===== config.mk =====
export PLATFORM = sky130hd
export DESIGN_NAME = ram_port_arbiter
export DESIGN_NICKNAME = d
export VERILOG_FILES = /design/src/rtl/ram_port_arbiter.sv
export SDC_FILE = /design/constraint.sdc
export NUM_CORES = 1
export LEC_CHECK = 0
export CAP_MARGIN = 20
export CORE_AREA = 2 2 105 107
export CTS_CLUSTER_DIAMETER = 50
export DETAILED_ROUTE_END_ITERATION = 10
export DIE_AREA = 0 0 107 109
export GPL_TIMING_DRIVEN = 0
export PLACE_DENSITY = 0.76
export SLEW_MARGIN = 20
export SYNTH_ARGS = -nofsm -noshare
export SYNTH_HDL_FRONTEND = slang
export SYNTH_SLANG_ARGS = --single-unit

===== constraint.sdc =====
create_clock -name clk_i -period 2.4 [get_ports clk_i]
set_input_delay 0.48 -clock clk_i [delete_from_list [all_inputs] [get_ports clk_i]]
set_output_delay 0.48 -clock clk_i [all_outputs]
set_load 0.1 [all_outputs]

===== src/rtl/ram_port_arbiter.sv =====
// ram_port_arbiter
//   Shares one single-port, byte-write-enabled RAM between the instruction-fetch
//   port (IF, read-only) and the load/store port (LS). At most one grant per
//   cycle; the RAM's registered read data is steered back to the port that won
//   in the previous cycle, together with a one-cycle valid strobe.
//
//   Build option ARB_ROUND_ROBIN_EN:
//     undefined (default) - LS has priority; IF is forced through after it has
//                           been denied MAX_WAIT consecutive cycles.
//     defined             - contested cycles alternate between the ports; the
//                           port not granted most recently wins. MAX_WAIT unused.
//
//   Reset is synchronous and active-low. While rst_n_i is low every output is
//   forced idle, which also discards an access granted in the cycle just
//   before reset.

module ram_port_arbiter #(
  parameter int unsigned MAX_WAIT = 4
) (
  input  logic        clk_i,
  input  logic        rst_n_i,
  input  logic        if_req_i,
  input  logic [31:0] if_addr_i,
  output logic        if_gnt_o,
  output logic        if_rvalid_o,
  output logic [31:0] if_rdata_o,
  input  logic        ls_req_i,
  input  logic [31:0] ls_addr_i,
  input  logic [31:0] ls_wdata_i,
  input  logic [3:0]  ls_wen_i,
  output logic        ls_gnt_o,
  output logic        ls_rvalid_o,
  output logic [31:0] ls_rdata_o,
  output logic [31:0] ram_addr_o,
  output logic [31:0] ram_wdata_o,
  output logic [3:0]  ram_wen_o,
  input  logic [31:0] ram_rdata_i
);

  // Owner of the access whose read data is on ram_rdata_i this cycle.
  localparam logic [1:0] OWN_NONE = 2'd0;
  localparam logic [1:0] OWN_IF   = 2'd1;
  localparam logic [1:0] OWN_LS   = 2'd2;

  logic [1:0]  owner_q;
  logic [31:0] last_addr_q;
  logic        if_win;
  logic        ls_win;

`ifdef ARB_ROUND_ROBIN_EN

  // 1 when IF took the most recent grant. Resets to 1 so that LS wins the
  // first contested cycle after reset.
  logic last_win_if_q;

  // Round-robin winner selection; a lone requester always wins.
  always_comb begin
    if_win = 1'b0;
    ls_win = 1'b0;
    if (rst_n_i) begin
      if (if_req_i && ls_req_i) begin
        if_win = ~last_win_if_q;
        ls_win = last_win_if_q;
      end else begin
        if_win = if_req_i;
        ls_win = ls_req_i;
      end
    end
  end

  // Remember which port won last; only an actual grant moves the pointer.
  always_ff @(posedge clk_i) begin
    if (!rst_n_i) begin
      last_win_if_q <= 1'b1;
    end else if (if_win) begin
      last_win_if_q <= 1'b1;
    end else if (ls_win) begin
      last_win_if_q <= 1'b0;
    end
  end

`else

  localparam logic [3:0] MAX_WAIT_C = 4'(MAX_WAIT);

  // Consecutive cycles IF has been requesting without a grant.
  logic [3:0] starve_cnt_q;
  logic       if_forced;

  assign if_forced = (starve_cnt_q == MAX_WAIT_C);

  // LS-priority selection, overridden once IF has waited MAX_WAIT cycles.
  always_comb begin
    if_win = 1'b0;
    ls_win = 1'b0;
    if (rst_n_i) begin
      if_win = if_req_i & (~ls_req_i | if_forced);
      ls_win = ls_req_i & ~if_win;
    end
  end

  // Count IF denials; clear on IF grant or when IF drops its request; saturate.
  always_ff @(posedge clk_i) begin
    if (!rst_n_i) begin
      starve_cnt_q <= 4'd0;
    end else if (if_req_i && !if_win) begin
      if (starve_cnt_q < MAX_WAIT_C) begin
        starve_cnt_q <= starve_cnt_q + 4'd1;
      end
    end else begin
      starve_cnt_q <= 4'd0;
    end
  end

`endif

  assign if_gnt_o = if_win;
  assign ls_gnt_o = ls_win;

  // Steer the winner onto the RAM; with no grant the address parks on the last
  // granted one and nothing is written.
  always_comb begin
    ram_addr_o  = rst_n_i ? last_addr_q : 32'd0;
    ram_wdata_o = 32'd0;
    ram_wen_o   = 4'd0;
    if (if_win) begin
      ram_addr_o = if_addr_i;
    end else if (ls_win) begin
      ram_addr_o  = ls_addr_i;
      ram_wdata_o = ls_wdata_i;
      ram_wen_o   = ls_wen_i;
    end
  end

  // Record who owns next cycle's read data and the address to park on.
  always_ff @(posedge clk_i) begin
    if (!rst_n_i) begin
      owner_q     <= OWN_NONE;
      last_addr_q <= 32'd0;
    end else begin
      if (if_win) begin
        owner_q     <= OWN_IF;
        last_addr_q <= if_addr_i;
      end else if (ls_win) begin
        owner_q     <= OWN_LS;
        last_addr_q <= ls_addr_i;
      end else begin
        owner_q     <= OWN_NONE;
      end
    end
  end

  // Completion strobes and read data, forced idle while reset is asserted.
  always_comb begin
    if_rvalid_o = rst_n_i & (owner_q == OWN_IF);
    ls_rvalid_o = rst_n_i & (owner_q == OWN_LS);
    if_rdata_o  = if_rvalid_o ? ram_rdata_i : 32'd0;
    ls_rdata_o  = ls_rvalid_o ? ram_rdata_i : 32'd0;
  end

endmodule


==> flow_summary.toml <==
[logic_synthesis]
synth-simple-area-share_pct = 31.2
ys_ff_latch = 38
synth_top_family_by_area = "compound AO/OA/AOI/OAI gates"
synth_xor_area_share_pct = 0.308
synthMuxAreaShare_pct = 0
syn_nets = 514
ys_types = 25
syn-cell-area_um2 = 2850
synth_adder_area_share_pct = 0.879
synth_compound_area_share_pct = 31.7
syn-instance-count = 376
yosys_warnings = 0
synth_area_per_cell_um2 = 7.57
seq_area_frac_synth_pct = 26.7

[final_layout]
fillers = 893
syn2layout_area_growth_pct = 140
drive_gt1_share_pct = 42.4
multi_input_area_um2 = 2520
layoutNonFillerInstCount = 808
seqCellArea_um2 = 763
fin_util_pct = 64.6
fin_nets = 805

[cts]
clkTransAtPathRegs_ps = 70
worstSkewPairLatency_ps = 290
clk_path_buf_depth = 2
htree_levels = 2
clock-sinks = 38
clock-root-buffer = "clkbuf_8"
hold_buffers = 0
cts_tree = "yes"
numCtsBuffers = 5

[worst_setup_path]
end_kind = "output pin"
cp_slowest_cell = "and4b_4"
start_kind = "register"
crit_fanout = 6
critPathArrivalTime_ps = 1950
crit_chain = "inv_2 -> ha_4 -> and4b_4 -> buf_6 -> o211ai_1 -> buf_4 -> a31oi_4 -> buf_12"
rr_endpoint = "last_addr_q[5]"
path_buf_inv = 4
max_stage_delay_ps = 340
crit_family = "buffers and inverters"
regToRegSetupSlack_ps = 770
path_class = "reg -> out"
required_ps = 1920
worstRegToRegCells = 6
r2r_start = "starve_cnt_q[0]"

[drt]
dr.pass1.iters = 4
wl_per_cell_um = 18.4
routed_wl_mm = 14.8
remaining_drc_errors = 0
ant_nets = 0
via_count = 4157
viasPerCell = 5.14
drt_iter0_drc = 191

[grt]
antenna_found_initial = 1
grt_pass1_vias = 4251
track_usage_pct = 23.4
grt_max_degree = 12
grt_pass1_wl_mm = 21.7
grt_overflow = 0

[floorplan]
num_io_pins = 272
core_um2 = 10600
initial_core_util_pct = 26.8
rows = 38
die_area_um2 = 11700
fp.dieW_um = 107
die_h_um = 109

[job]
cap_violations = 0

[power_and_ir_drop]
power_leakage_nw = 2.79
fin_total_pwr_mw = 2.93
pwr_density_cell_nw_per_um2 = 428
max-vdd-ir-drop_mv = 0.269

[worst_hold_path]
min_path_type = "reg -> reg"
min_path_cells = 2
holdPathEnd = "starve_cnt_q[3]"
holdCritStartpoint = "starve_cnt_q[3]"

[sta]
rsz0062_at_grt = "true"
maxSlewHeadroom_pct = 54.2
clock.fmax_mhz = 411
post-route-period-util_pct = 101
fin_ws_ps = -32.3
finalMaxSlewViolations = 0
finalSetupViolCount = 6
hold_slack_ps = 537
timing.final.crit_period_ps = 2430
clock_skew_ps = 8.74
fin_tns_setup_ps = -64.0
hold_viol = 0
worst_pin_slew_ps = 687

[placement]
dp_hpwl_mm = 11.2
placedCellCount = 785
gp_congestion = 0.803
port_buffers = 269

[outcome]
violations = "negative setup slack"
status = "finished, violations left"
cells by family after synthesis:
kind of cell,after synthesis
flops,38
fa+ha+maj,2
compound gates,132
simple gates,148
buf+inv,55
xor+xnor,1
metrics by stage:
stage | worst slack [ps] | area (um2)
floorplan | -80.8 | 3370
global placement | -1390 | 6230
detailed placement | -1460 | 6230
CTS | -9.71 | 6640
global route | -116 | 6840
finish | -32.3 | 6840
power breakdown:
| part | internal (mW) | leakage, nW | switching, mW |
|---|---|---|---|
| registers | 0.685 | 0.317 | 0.0147 |
| clock network | 0.333 | 0.0573 | 0.225 |
| logic | 0.614 | 2.42 | 1.05 |
| total | 1.63 | 2.79 | 1.29 |
Yosys cell counts:
cell,instances,area [um2]
o211ai_1,32,240
and4b_1,1,10.0
ha_1,2,25.0
a21o_1,1,7.51
a211oi_1,32,240
o21ai_0,1,5.00
inv_1,6,22.5
a21oi_1,2,10.0
nand3_1,32,160
buf_4,3,22.5
nand4b_1,1,8.76
dfxtp_1,38,761
nand3b_4,1,20.0
xnor2_1,1,8.76
buf_2,10,50.1
clkbuf_1,29,109
nor2_1,5,18.8
buf_1,3,11.3
buf_6,4,45.0
a31oi_1,64,400
nand2_1,3,11.3
and2_1,67,419
and3_1,36,225
nand4_1,1,6.26
and3b_1,1,8.76
tightest hold or removal path: cells and delay by family (launching register included):
family	cells	cell delay, ps
buffers and inverters	1	100
AND/OR/NAND/NOR	1	50
flip-flops	1	350
worst max path at each step:
| stage | depth (start not counted) | startpoint | slack [ps] | endpoint |
|---|---|---|---|---|
| after floorplan | 5 | rst_n_i | -80 | if_rdata_o[22] |
| after global placement | 6 | if_req_i | -1390 | ram_addr_o[10] |
| after detailed placement | 6 | if_req_i | -1460 | ram_addr_o[18] |
| after CTS | 8 | starve_cnt_q[1] | -10 | ram_addr_o[18] |
| after global routing | 8 | starve_cnt_q[0] | -120 | ram_addr_o[18] |
| final | 8 | starve_cnt_q[1] | -30 | ram_addr_o[18] |
metal layers:
| metal | GRT usage [%] | part of all wire (%) | vias to the layer above |
|---|---|---|---|
| met5 | 0 | 0 | - |
| met4 | 4.82 | 1.0 | 0 |
| met3 | 5.20 | 6.4 | 11 |
| met2 | 42.8 | 53 | 161 |
| met1 | 28.2 | 40 | 1961 |
| li1 | - | - | 2024 |
cells in the final DEF (no fill, tap or decap), drive strengths merged, types with 2 or more instances in the layout:
master,Yosys,routed
a21oi,2,2
inv,6,6
ha,2,2
nor2,5,5
a211oi,32,32
o211ai,32,32
nand3,32,32
nand2,3,3
and2,67,67
dfxtp,38,38
clkdlybuf4s15,0,7
clkdlybuf4s50,0,132
and3,36,36
buf,20,137
clkbuf,29,62
a31oi,64,64
what timing repair did:
item / CTS / global route
gates resized for setup: 894 / 76
pin swaps: 26 / 20
setup endpoints to repair: 136 / 106
buffers inserted: 12 / 2
cloned: 2 / 2
sequential cells by signal, summed over array words and instances, names as in the netlist:
register / count
starve_cnt_q: 4
owner_q: 2
last_addr_q: 32
area by class of cell:
type / instances / share of cell area [%]
repair buffers: 286 / 42.7
clock buffers: 6 / 1.21
diodes: 1 / 0.0366
plain buffers: 47 / 4.81
multi-input cells: 283 / 36.8
inverters: 6 / 0.329
flip-flops and latches: 38 / 11.2
well taps: 140 / 2.56
clock inverters: 1 / 0.439
Note: power is estimated with default switching activity, not from simulation.
